--- src/rtl/sp_async_read_mem_if.sv ---
// Bus bundle for the single-port async-read memory: one shared address, a write
// port and a combinational read data return.
interface sp_async_read_mem_if #(
    parameter int unsigned DATA_WIDTH = 8,
    parameter int unsigned ADDR_WIDTH = 4
);
    logic [ADDR_WIDTH-1:0] addr;
    logic                  wr_enb;
    logic [DATA_WIDTH-1:0] wr_data;
    logic [DATA_WIDTH-1:0] rd_data;

    modport master (
        output addr,
        output wr_enb,
        output wr_data,
        input  rd_data
    );

    modport slave (
        input  addr,
        input  wr_enb,
        input  wr_data,
        output rd_data
    );
endinterface

--- src/rtl/sp_async_read_mem.sv ---
// Single-port flop-array RAM: synchronous write, combinational read of mem[addr],
// whole array cleared by an asynchronous active-low reset.
module sp_async_read_mem #(
    parameter int unsigned          DATA_WIDTH  = 8,
    parameter int unsigned          ADDR_WIDTH  = 4,
    parameter logic [DATA_WIDTH-1:0] RESET_VALUE = '0
) (
    input  logic                     clk,
    input  logic                     rst_n,
    sp_async_read_mem_if.slave       bus
);
    localparam int unsigned DEPTH = 2 ** ADDR_WIDTH;

    logic [DATA_WIDTH-1:0] mem_q [DEPTH];
    logic [DATA_WIDTH-1:0] mem_d [DEPTH];

    // Only the addressed word takes the new value; all others hold.
    always_comb begin
        for (int i = 0; i < DEPTH; i++) begin
            mem_d[i] = mem_q[i];
        end
        if (bus.wr_enb) begin
            mem_d[bus.addr] = bus.wr_data;
        end
    end

    // Reset branch also fires on clock edges while rst_n is low, so writes are dropped.
    always_ff @(posedge clk or negedge rst_n) begin
        if (!rst_n) begin
            for (int i = 0; i < DEPTH; i++) begin
                mem_q[i] <= RESET_VALUE;
            end
        end else begin
            for (int i = 0; i < DEPTH; i++) begin
                mem_q[i] <= mem_d[i];
            end
        end
    end

    // No bypass: before a write edge the old contents are visible.
    assign bus.rd_data = mem_q[bus.addr];
endmodule

--- src/flat_wrapper.sv ---
// flat-port wrapper written by rule: the top's interface ports become plain ports
module sp_async_read_mem_flat 
#(
    parameter int unsigned          DATA_WIDTH  = 8,
    parameter int unsigned          ADDR_WIDTH  = 4,
    parameter logic [DATA_WIDTH-1:0] RESET_VALUE = '0
)
  (clk, rst_n, bus_addr, bus_wr_enb, bus_wr_data, bus_rd_data);
  sp_async_read_mem_if #(.DATA_WIDTH(DATA_WIDTH), .ADDR_WIDTH(ADDR_WIDTH)) bus_i ();
  input  logic clk;
  input  logic rst_n;
  input wire logic [$bits(bus_i.addr)-1:0] bus_addr;
  input wire logic [$bits(bus_i.wr_enb)-1:0] bus_wr_enb;
  input wire logic [$bits(bus_i.wr_data)-1:0] bus_wr_data;
  output wire logic [$bits(bus_i.rd_data)-1:0] bus_rd_data;
  assign bus_i.addr = bus_addr;
  assign bus_i.wr_enb = bus_wr_enb;
  assign bus_i.wr_data = bus_wr_data;
  assign bus_rd_data = bus_i.rd_data;
  sp_async_read_mem #(.DATA_WIDTH(DATA_WIDTH), .ADDR_WIDTH(ADDR_WIDTH), .RESET_VALUE(RESET_VALUE)) u_core (.clk(clk), .rst_n(rst_n), .bus(bus_i));
endmodule
--- config.mk ---
export PLATFORM = sky130hd
export DESIGN_NAME = sp_async_read_mem_flat
export DESIGN_NICKNAME = d
export VERILOG_FILES = /design/src/rtl/sp_async_read_mem_if.sv /design/src/rtl/sp_async_read_mem.sv /design/src/flat_wrapper.sv
export SDC_FILE = /design/constraint.sdc
export NUM_CORES = 1
export LEC_CHECK = 0
export CORE_MARGIN = 8
export CORE_UTILIZATION = 63
export DETAILED_ROUTE_END_ITERATION = 8
export MAX_ROUTING_LAYER = met4
export PLACE_DENSITY = 0.9
export RECOVER_POWER = 50
export SYNTH_ARGS = -nofsm -noshare
export SYNTH_HDL_FRONTEND = slang
export SYNTH_SLANG_ARGS = --single-unit
--- constraint.sdc ---
create_clock -name clk -period 3 [get_ports clk]
set_clock_uncertainty 0.05 [all_clocks]
set_input_delay 0.6 -clock clk [delete_from_list [all_inputs] [get_ports clk]]
set_output_delay 0.6 -clock clk [all_outputs]
set_load 0.05 [all_outputs]
### Yosys cells after proc, flatten, opt, wreduce, memory -nomap -nowiden

Cells that the tools add are included.

* register bits: 128
* input bits: 15
* output and inout port bits: 8
* word-level logic and storage cells: 26

* magnitude comparators: 2
* mux-type cells: 6
* bitwise logic cells: 1
* reductions and logical operators: 1

Operators by type and width (number)
* $bwmux W128: 1
* $bmux W8 S4: 1
* $demux W8 S4: 1
* $mux W8: 3
* $ge A5 B5 Y1 const B: 1
* $lt A5 B1 Y1 const B: 1
* $not A4 Y5: 1
* $logic_and A1 B1 Y1: 1

### Depth between registers and ports, before layout

* word-level depth: 6
* mapped depth: 5
* mapped depth without buffers: 3

### Worst setup path after synthesis

No wires, ideal clock.

* path type: input-to-output
* from: input bus_addr[0]
* to: output bus_rd_data[1]
* arrival: 1.925 ns
* required time: 2.350 ns
* path slack: 0.425 ns
* stages: 5
* buffers on the path: 2
* cell sequence: buf_6 buf_6 mux4_1 a22oi_1 nand2_1

* cells in the longest elaborated chain, start to end: 4

RTL lines
* start, declared: RTL line flat_wrapper.sv:12 `input wire logic [$bits(bus_i.addr)-1:0] bus_addr;`
* $not A4 Y5 (implied by the code): RTL line sp_async_read_mem.sv:41 `assign bus.rd_data = mem_q[bus.addr];`
* $bmux W8 S4: RTL line sp_async_read_mem.sv:41
* $mux W8 (implied by the code) (2 in a row): RTL line sp_async_read_mem.sv:41
* end, declared: RTL line flat_wrapper.sv:15 `output wire logic [$bits(bus_i.rd_data)-1:0] bus_rd_data;`

Every way passes these cells. The select of a mux whose other input is x is not followed.

### Worst setup path in the final report

* from: input bus_addr[2]
* to: output bus_rd_data[3]

The elaborated chain is that of the path after synthesis.

==> summary.md <==
| Metric | Value |
|---|---|
| Kind of start point of the critical path | primary input |
| CORE AREA | 9153 sq um |
| Ports placed on the boundary | 23 |
| Routing usage on met3 | 6.337% |
| Share of the synthesized area in the top cell type | 54.25% |
| Number of setup violations in the final report | 0 |
| Number of flip-flops under the largest register name | 128 |
| Most frequent standard cell in the layout excluding fill and tap cells | dfrtp_1 |
| Num CTS Buffers | 17 |
| Instance area at placement | 6472 sq um |
| Ratio of final minimum period to clock period | 96.07% |
| Clk sinks | 128 |
| Leakage power | 0.003044 uW |
| Post-synth cell types | 22 |
| Root cell of the clock tree | clkbuf_8 |
| Max-slew violations | 0 |
| Via count of the first global-routing pass | 3899 |
| First-pass GRT wire length | 22140 um |
| Met1 track utilization from global routing | 29.91% |
| First-pass iteration count of the detailed router | 4 |
| Syn_nets | 375 |
| Class of the most critical hold timing path | reg -> reg |
| DIE HEIGHT | 112.8 um |
| FF-to-FF setup slack | 2.13 ns |
| Buffers from clock root to sink, at most | 2 |
| Final Hold Viols | 0 |
| Largest regs | u_core.mem_q x128 |
| Die width | 112.8 um |
| Average detailed-routed wire length per instance | 26.14 um |
| Data required, critical path | 2.35 ns |
| Met2 usage in global routing | 36.83% |
| Signed area change from the synthesized netlist to the final layout | 19.05% |
| FF+latch count, synth | 128 |
| Fillers | 475 |
| Worst rel slew slack | 6.585% |
| Overflow left after global routing | 0 |
| Register with the most flip-flops | u_core.mem_q |
| Number of standard cells in the final layout excluding fillers | 533 |
| Unrepaired setup endpoints after global routing | no |
| Clock tree from TritonCTS | built |
| Synth Warn # | 0 |
| Proportion of synthesized chip area in sequential cells | 54.25% |
| Post-layout min period | 2.882 ns |
| Total power per unit cell area | 771.6 nW/um^2 |
| Final standard cell area without fillers | 7029 sq um |
| Most used routing layer | met2 |
| Measured slew at the worst slew-check pin | 1.401 ns |
| Dpl cells | 501 |
| Die ar. | 12730 sq um |
| Pin count of the biggest net entering global routing | 58 |
| Vias per std cell | 6.629 |
| Category of the critical setup timing path | in -> out |
| Top library cells by usage in the layout, fill and taps aside | dfrtp_1, mux2_2, mux4_2 |
| Kind of end point of the critical path | output port |
| Number of cell rows | 35 |
| Starting DRT DRC Count | 213 |
| Summed instance area of the synthesized netlist | 5904 sq um |
| Antenna cell count | 0 |
| Avg Synthesized Cell Area | 16.40 sq um |
| Gr usage total | 23.89% |
| Number of H-tree levels | 4 |
| Routability Congestion | 0.8182 |
| Remaining design rule violation count | 0 |
| Achievable Freq | 347.0 MHz |
| Hpwl dp | 8593 um |
| Total routed wirelength | 13940 um |
| Via Count | 3533 |
| Run status | complete, no violations |
| Synth top area cells | dfrtp_1, mux2_2, mux4_2 |
| Clock latency reported for the late side of the worst-skew pair | 0.52 ns |
| Clock transition time at the flip-flop clock pins of the worst setup and hold paths | 0.05 ns |
| Count of input and output buffers | 22 |
| Final sum of negative setup slack | 0 ns |
| Post-layout net count | 425 |
| Fraction of final layout cells sized beyond drive strength 1 | 55.92% |
| Number of standard cells after synthesis | 360 |
| Final ANT Viol Nets | 0 |
| CP Data Arrival Time | 2.23 ns |
| Starting density of the core | 64.51% |
| Synth area leader | dfrtp_1 |
| Initial antenna violation count | 0 |
| Total of max-cap violations | 0 |
| CP max FO | 9 |
| IR Drop Worst-Case VDD | 0.4609 mV |
## critical path, cell delays in order
cell and delay, ns:
clkdlybuf4s50_1 0.53, buf_4 0.24, nor2b_1 0.22, buf_4 0.21, a22oi_1 0.12, nand2_1 0.16
buf_12 0.15
## timing repair
action | CTS | global route
buffers inserted | 0 | 0
pin swaps | 0 | 0
endpoints found under the setup margin | 8 | 5
endpoints found under the hold margin | 29 | 0
hold buffers | 1 | 0
resized for setup | 2 | 2
## final timing paths
check	start	end	depth (start not counted)
min in group asynchronous	rst_n	u_core.mem_q[72]	2
max in group asynchronous	rst_n	u_core.mem_q[68]	3
min	u_core.mem_q[74]	u_core.mem_q[74]	1
max reg2reg	u_core.mem_q[94]	u_core.mem_q[94]	1
min reg2reg	u_core.mem_q[74]	u_core.mem_q[74]	1
max	bus_addr[2]	bus_rd_data[3]	7
## metrics by stage
step / util [%] / worst slack, ns / total power [uW] / hold slack [ns]
floorplan: - / 0.4252 / 3029 / 0.2544
global placement: 70.72 / -0.1181 / 3347 / 0.4131
detailed placement: 70.72 / -0.1837 / 3426 / 0.4291
CTS: 77.10 / 0.03909 / 5431 / 0.4427
global route: 76.80 / 0.03601 / 5616 / 0.4599
finish: 76.80 / 0.1179 / 5424 / 0.4439
## cell families (layout without fill, tap and decap cells)
family,Yosys count,count (layout),synth area share [%]
DFF,128,128,54.25
AOI/OAI and AO/OA,16,16,2.034
and+or+nand+nor,35,35,4.514
buffers and inverters,21,83,2.140
muxes,160,160,37.06
## power by group
group          total, uW  switching [uW]  leakage (uW)  internal [uW]
sequential          2350             215       0.00157           2130
combinational       1090             458       0.00120            633
clock               1990             734      0.000271           1250
total               5420            1410       0.00304           4020
## routing by layer
metal | share of wire [%] | wire length, um
met5 | 0 | 0
met4 | 1.7 | 231
met3 | 6.4 | 888
met2 | 50 | 7012
met1 | 42 | 5803
## cell usage after synthesis
cell type and count:
a22oi_1 16, and2_1 1, buf_2 5, buf_4 3, buf_6 4, clkbuf_1 9, dfrtp_1 128, mux2_1 6
mux2_2 122, mux4_1 7, mux4_2 25, nand2_1 9, nand2_2 4, nand2b_1 2, nand3_2 1, nand3b_2 1
nand3b_4 1, nor2_2 9, nor2_4 1, nor2b_1 2, nor3_4 3, nor3b_4 1
## area by class of cell
type | count | area, sq um | area share, %
clock inverters | 11 | 141.4 | 2.011
repair buffers | 52 | 544.3 | 7.743
flip-flops and latches | 128 | 3203 | 45.57
multi-input cells | 211 | 2576 | 36.65
clock buffers | 20 | 425.4 | 6.052
well taps | 111 | 138.9 | 1.976
No activity file was read; power rests on OpenSTA's default activity.
